$ cat src/rtl/sd_init_sequencer.sv
// SD card SPI-mode initialisation sequencer: CMD0, CMD8, CMD55/ACMD41 polling, CMD58.
// Drives a one-shot command engine and reports done, error cause and SDHC capacity.
module sd_init_sequencer #(
  parameter int unsigned ACMD41_RETRY_MAX = 1000,
  parameter int unsigned CMD_TIMEOUT      = 4096
) (
  input  logic        clk,
  input  logic        res_n,
  input  logic        init_start,
  output logic        init_busy,
  output logic        init_done,
  output logic        init_error,
  output logic [2:0]  error_code,
  output logic        card_sdhc,
  output logic [47:0] spi_cmd_data,
  output logic        spi_cmd,
  input  logic        spi_busy,
  input  logic        spi_error,
  input  logic [47:0] spi_response
);

  localparam int unsigned TimerW = $clog2(CMD_TIMEOUT + 1);
  localparam logic [TimerW-1:0] TimeoutVal = TimerW'(CMD_TIMEOUT);
  localparam logic [15:0] RetryMax = 16'(ACMD41_RETRY_MAX);

  typedef enum logic [2:0] {
    StIdle, StIssue, StWaitAccept, StWaitDone, StEval, StDone, StFail
  } state_e;

  typedef enum logic [2:0] {
    CmdGoIdle, CmdIfCond, CmdAppCmd, CmdOpCond, CmdReadOcr
  } cmd_e;

  function automatic logic [6:0] crc7(input logic [39:0] msg);
    logic [6:0] crc;
    logic       fb;
    crc = '0;
    for (int i = 39; i >= 0; i--) begin
      fb  = msg[i] ^ crc[6];
      crc = {crc[5:0], 1'b0};
      if (fb) crc = crc ^ 7'h09;
    end
    return crc;
  endfunction

  function automatic logic [47:0] make_frame(input cmd_e cmd);
    logic [5:0]  idx;
    logic [31:0] arg;
    logic [39:0] body;
    case (cmd)
      CmdGoIdle:  begin idx = 6'd0;  arg = 32'h0000_0000; end
      CmdIfCond:  begin idx = 6'd8;  arg = 32'h0000_01AA; end
      CmdAppCmd:  begin idx = 6'd55; arg = 32'h0000_0000; end
      CmdOpCond:  begin idx = 6'd41; arg = 32'h4000_0000; end
      CmdReadOcr: begin idx = 6'd58; arg = 32'h0000_0000; end
      default:    begin idx = 6'd0;  arg = 32'h0000_0000; end
    endcase
    body = {2'b01, idx, arg};
    return {body, crc7(body), 1'b1};
  endfunction

  state_e             state_q, state_d;
  cmd_e               cmd_q, cmd_d;
  logic [47:0]        frame_q, frame_d;
  logic [TimerW-1:0]  timer_q, timer_d;
  logic [15:0]        retry_q, retry_d;
  logic [2:0]         code_q, code_d;
  logic               sdhc_q, sdhc_d;
  logic [7:0]         r1_q, r1_d;
  logic               ocr_pwr_q, ocr_pwr_d;
  logic               ccs_q, ccs_d;
  logic [11:0]        echo_q, echo_d;

  // Response bits outside R1, OCR[31:30] and the CMD8 echo carry nothing we act on.
  logic unused_resp_bits;
  assign unused_resp_bits = ^{spi_response[37:20], spi_response[7:0]};

  always_comb begin
    state_d   = state_q;
    cmd_d     = cmd_q;
    frame_d   = frame_q;
    timer_d   = timer_q;
    retry_d   = retry_q;
    code_d    = code_q;
    sdhc_d    = sdhc_q;
    r1_d      = r1_q;
    ocr_pwr_d = ocr_pwr_q;
    ccs_d     = ccs_q;
    echo_d    = echo_q;

    case (state_q)
      StIdle, StDone, StFail: begin
        if (init_start) begin
          state_d = StIssue;
          cmd_d   = CmdGoIdle;
          retry_d = '0;
          code_d  = '0;
          sdhc_d  = 1'b0;
        end
      end
      StIssue: begin
        state_d = StWaitAccept;
        timer_d = TimerW'(1);
      end
      StWaitAccept, StWaitDone: begin
        timer_d = timer_q + TimerW'(1);
        // Engine fault outranks timeout, which outranks a completing busy fall.
        if (spi_error) begin
          state_d = StFail;
          code_d  = 3'd6;
        end else if (timer_q >= TimeoutVal) begin
          state_d = StFail;
          code_d  = 3'd7;
        end else if (state_q == StWaitAccept) begin
          if (spi_busy) state_d = StWaitDone;
        end else if (!spi_busy) begin
          state_d   = StEval;
          r1_d      = spi_response[47:40];
          ocr_pwr_d = spi_response[39];
          ccs_d     = spi_response[38];
          echo_d    = spi_response[19:8];
        end
      end
      StEval: begin
        case (cmd_q)
          CmdGoIdle: begin
            if (r1_q == 8'h01) begin
              state_d = StIssue;
              cmd_d   = CmdIfCond;
            end else begin
              state_d = StFail;
              code_d  = 3'd1;
            end
          end
          CmdIfCond: begin
            if (r1_q == 8'h01 && echo_q == 12'h1AA) begin
              state_d = StIssue;
              cmd_d   = CmdAppCmd;
            end else begin
              state_d = StFail;
              code_d  = 3'd2;
            end
          end
          CmdAppCmd: begin
            if (r1_q == 8'h00 || r1_q == 8'h01) begin
              state_d = StIssue;
              cmd_d   = CmdOpCond;
            end else begin
              state_d = StFail;
              code_d  = 3'd4;
            end
          end
          CmdOpCond: begin
            if (r1_q == 8'h00) begin
              state_d = StIssue;
              cmd_d   = CmdReadOcr;
            end else if (r1_q == 8'h01) begin
              retry_d = retry_q + 16'd1;
              if (retry_d >= RetryMax) begin
                state_d = StFail;
                code_d  = 3'd3;
              end else begin
                state_d = StIssue;
                cmd_d   = CmdAppCmd;
              end
            end else begin
              state_d = StFail;
              code_d  = 3'd4;
            end
          end
          CmdReadOcr: begin
            if (r1_q == 8'h00 && ocr_pwr_q) begin
              state_d = StDone;
              sdhc_d  = ccs_q;
            end else begin
              state_d = StFail;
              code_d  = 3'd5;
            end
          end
          default: state_d = StIdle;
        endcase
      end
      default: state_d = StIdle;
    endcase

    // The frame is latched once on entry to ISSUE and stays put through the wait states.
    if (state_d == StIssue) frame_d = make_frame(cmd_d);
  end

  always_ff @(posedge clk or negedge res_n) begin
    if (!res_n) begin
      state_q   <= StIdle;
      cmd_q     <= CmdGoIdle;
      frame_q   <= '0;
      timer_q   <= '0;
      retry_q   <= '0;
      code_q    <= '0;
      sdhc_q    <= 1'b0;
      r1_q      <= '0;
      ocr_pwr_q <= 1'b0;
      ccs_q     <= 1'b0;
      echo_q    <= '0;
    end else begin
      state_q   <= state_d;
      cmd_q     <= cmd_d;
      frame_q   <= frame_d;
      timer_q   <= timer_d;
      retry_q   <= retry_d;
      code_q    <= code_d;
      sdhc_q    <= sdhc_d;
      r1_q      <= r1_d;
      ocr_pwr_q <= ocr_pwr_d;
      ccs_q     <= ccs_d;
      echo_q    <= echo_d;
    end
  end

  assign spi_cmd      = (state_q == StIssue);
  assign init_busy    = !(state_q == StIdle || state_q == StDone || state_q == StFail);
  assign init_done    = (state_q == StDone);
  assign init_error   = (state_q == StFail);
  assign error_code   = code_q;
  assign card_sdhc    = sdhc_q;
  assign spi_cmd_data = frame_q;

endmodule

$ cat config.mk
export PLATFORM = sky130hd
export DESIGN_NAME = sd_init_sequencer
export DESIGN_NICKNAME = d
export VERILOG_FILES = /design/src/rtl/sd_init_sequencer.sv
export SDC_FILE = /design/constraint.sdc
export NUM_CORES = 1
export LEC_CHECK = 0
export ABC_CLOCK_PERIOD_IN_PS = 4700
export CORE_MARGIN = 1
export CORE_UTILIZATION = 46
export DETAILED_ROUTE_END_ITERATION = 16
export PLACE_DENSITY = 0.76
export REMOVE_ABC_BUFFERS = 1
export SETUP_SLACK_MARGIN = 0.1
export SYNTH_ARGS = -nofsm -noshare
export SYNTH_HDL_FRONTEND = slang
export SYNTH_SLANG_ARGS = --single-unit
$ cat constraint.sdc
create_clock -name clk -period 4.7 [get_ports clk]
set_input_delay 0.705 -clock clk [delete_from_list [all_inputs] [get_ports clk]]
set_output_delay 0.705 -clock clk [all_outputs]
set_load 0.03 [all_outputs]
==> flow_metrics.env <==
export IMPL_cts_made_buffers=9
export IMPL_rsz0062_at_grt="no"
export IMPL_tritoncts="built"
export IMPL_yosysWarnings=0
export IMPL_viasPerCell=5.557
export IMPL_pwr_share_comb=0.408
export IMPL_synth_edff_count=0
export IMPL_ys_ff_latch=76
export IMPL_yosys_most_used_dff="dfrtp_1"
export IMPL_setup_viol=0
export IMPL_post_cts_resize_count=0
export IMPL_clock_skew_ns=0.009287
export IMPL_grtUsageTotal=0.2015
export IMPL_start_kind="flop"
export IMPL_grt_antenna_before_repair=0
export IMPL_ios=109
export IMPL_clock_path_buffers=2
export IMPL_post_route_period_util=0.7311
export IMPL_drive_gt1_frac=0.1049
export IMPL_tightest_slew_ns=1.046
export IMPL_synthArstFlopShare=1.000
export IMPL_seqPwrFrac=0.393
export IMPL_dp_hpwl_mm=6.599
export IMPL_drv_cap=0
export IMPL_ys_top_cells_by_area="dfrtp_1 (43%), mux2_2 (6.2%), buf_4 (5.6%)"
export IMPL_clk_pin_slew_worst_paths_ns=0.08
export IMPL_max_freq_mhz=291.0
export IMPL_cts_root_buf="clkbuf_8"
export IMPL_fin_ws_ns=1.264
export IMPL_grt_max_degree=41
export IMPL_place_ws_ns=1.323
export IMPL_required_ns=4.93
export IMPL_grt_overflow=0
export IMPL_final_antenna_net_count=0
export IMPL_p_sw_frac=0.3995
export IMPL_cp_max_fo=18
export IMPL_synth_cell_types=66
export IMPL_vias=3579
export IMPL_synth_area_sq_um=4394
export IMPL_slew_headroom=0.2978
export IMPL_static_leakage_power_nw=2.057
export IMPL_clock_sinks=76
export IMPL_gp_congestion=0.8956
export IMPL_portBuffers=55
export IMPL_dieArea_sq_um=9947
export IMPL_core_sq_um=9240
export IMPL_tns_ns=0
export IMPL_drtPass1Iterations=5
export IMPL_hold_viol=0
export IMPL_hold_path_class="primary input to asynchronous set/reset pin"
export IMPL_avgSynthCellArea_sq_um=9.193
export IMPL_clkLatencyLatePin_ns=0.34
export IMPL_die_w_microns=99.74
export IMPL_switchingPower_mw=0.9686
export IMPL_path_class="flop to flop"
export IMPL_synth_top_cell_area_share=0.4328
export IMPL_hold_buffers=0
export IMPL_slew_violations=0
export IMPL_totalWireLength_mm=9.383
export IMPL_seq_area_frac_synth=0.4328
export IMPL_cts_setup_buffers=0
export IMPL_fillers=814
export IMPL_dr_first_iter_drc_count=280
export IMPL_syn_inst=478
export IMPL_intPower_mw=1.456
export IMPL_htreeDepth=3
export IMPL_p_per_area_nw_per_um2=483.0
export IMPL_diodes=0
export IMPL_synth_area_leader_cell="dfrtp_1"
export IMPL_start_util=0.4756
export IMPL_cp_arrival_ns=3.67
export IMPL_period_minus_slack_ns=3.436
export IMPL_wire_per_inst_microns=14.57
export IMPL_grt_pass1_wl_mm=15.98
export IMPL_outcome="finished, final reports clean"
export IMPL_area_growth_synth_to_final_pct=14.24
export IMPL_fp_dieH_microns=99.74
export IMPL_fin_nets=567
export IMPL_fp_row_count=35
export IMPL_power_frac_clock=0.199
export IMPL_ir_drop_uv=364.1
export IMPL_grt_pass1_vias=3378
export IMPL_end_kind="flop"
export IMPL_drcViolationCount=0
-- metrics by stage --
step | utilization | hold slack (ns) | cell area [sq um] | power (mW) | cells
floorplan | - | 0.4094 | 4116 | 1.598 | 443
global placement | 0.5236 | 0.4484 | 4838 | 1.914 | 629
detailed placement | 0.5236 | 0.4545 | 4838 | 1.947 | 629
CTS | 0.5433 | 0.4739 | 5020 | 2.436 | 644
global route | 0.5433 | 0.5071 | 5020 | 2.580 | 644
finish | 0.5433 | 0.4681 | 5020 | 2.424 | 644
-- final timing paths --
| kind | startpoint | endpoint | slack [ns] | cells after the start |
|---|---|---|---|---|
| min | res_n | spi_cmd_data[4] | 0.47 | 1 |
| min reg2reg | spi_cmd_data[2] | spi_cmd_data[2] | 0.47 | 1 |
| max reg2reg | r1_q[5] | spi_cmd_data[4] | 1.26 | 7 |
| max in group asynchronous | res_n | retry_q[2] | 3.24 | 2 |
| max | r1_q[5] | spi_cmd_data[4] | 1.26 | 7 |
| min in group clk | spi_cmd_data[2] | spi_cmd_data[2] | 0.47 | 1 |
-- cells by family after synthesis --
| kind of cell | after synthesis | share of synthesized area |
|---|---|---|
| muxes | 28 | 0.07118 |
| AOI/OAI and AO/OA | 120 | 0.1777 |
| buffers and inverters | 86 | 0.1068 |
| adders and majority gates | 3 | 0.008543 |
| other | 1 | 0.0008534 |
| and+or+nand+nor | 159 | 0.1922 |
| DFF | 76 | 0.4328 |
| xor gates and xnor gates | 5 | 0.009965 |
-- Yosys cell counts, drive strengths merged, types with 7 or more instances --
cell type	number
dfrtp	76
nand2b	7
mux2	26
nand4	7
nand3	25
nor3	9
o22ai	7
inv	25
nand2	42
clkbuf	20
nor2	32
nor4	7
o31ai	11
buf	41
o21ai	56
a21oi	15
a31oi	13
-- per-layer routing --
layer	vias to the layer above	part of all wire	track usage
met5	-	0	0
li1	1712	-	-
met2	115	0.49	0.3268
met1	1734	0.44	0.2683
met3	18	0.048	0.03514
met4	0	0.021	0.08032
-- critical path: stages (launching register included) --
cell and delay (ns):
dfrtp_1 0.39, nor4_1 0.47, nand2_1 0.42, nor2_1 0.46
nand3_1 0.23, o311ai_1 0.32, and3_1 0.63, mux2_2 0.40
-- sequential cells by signal, summed over array words and instances, names as in the netlist, 3 cells and up --
register	count
echo_q	12
cmd_q	3
spi_cmd_data	15
error_code	3
state_q	3
retry_q	16
timer_q	13
r1_q	8
-- power groups by stage --
stage | sequential (mW) | clock, mW | combinational (mW)
6_report | 0.954 | 0.481 | 0.989
5_1_grt | 0.981 | 0.521 | 1.08
4_1_cts | 0.952 | 0.493 | 0.990
3_5_place_dp | 0.963 | 0 | 0.985
3_3_place_gp | 0.952 | 0 | 0.962
2_1_floorplan | 1.03 | 0 | 0.567
-- cell type report --
cell class	instances	area [sq um]	share of cell area
flip-flops and latches	76	1902	0.3789
clock inverters	5	53.80	0.01072
well taps	129	161.4	0.03215
clock buffers	10	127.6	0.02542
inverters	25	93.84	0.01869
repair buffers	57	560.5	0.1117
multi-input cells	342	2121	0.4225
-- cells in the final DEF (no fill, tap or decap), types with 2 or more instances in the layout --
cell type	count
a21oi_1	14
a31oi_1	13
and2_1	2
and3_1	6
and4_1	2
buf_4	2
clkbuf_8	9
clkdlybuf4s50_1	54
clkinv_2	3
conb_1	27
dfrtp_1	76
ha_1	3
inv_1	25
mux2_1	2
mux2_2	24
mux2i_1	2
nand2_1	42
nand2b_1	7
nand3_1	24
nand4_1	6
nand4b_1	2
nor2_1	31
nor2b_1	3
nor3_1	9
nor4_1	5
nor4b_1	2
nor4bb_1	2
o21ai_0	48
o21ai_1	7
o22ai_1	6
o311ai_0	2
o31ai_1	10
o41ai_1	2
or2_1	4
or4_1	2
xnor2_1	5
Note: power is estimated with default switching activity, not from simulation.
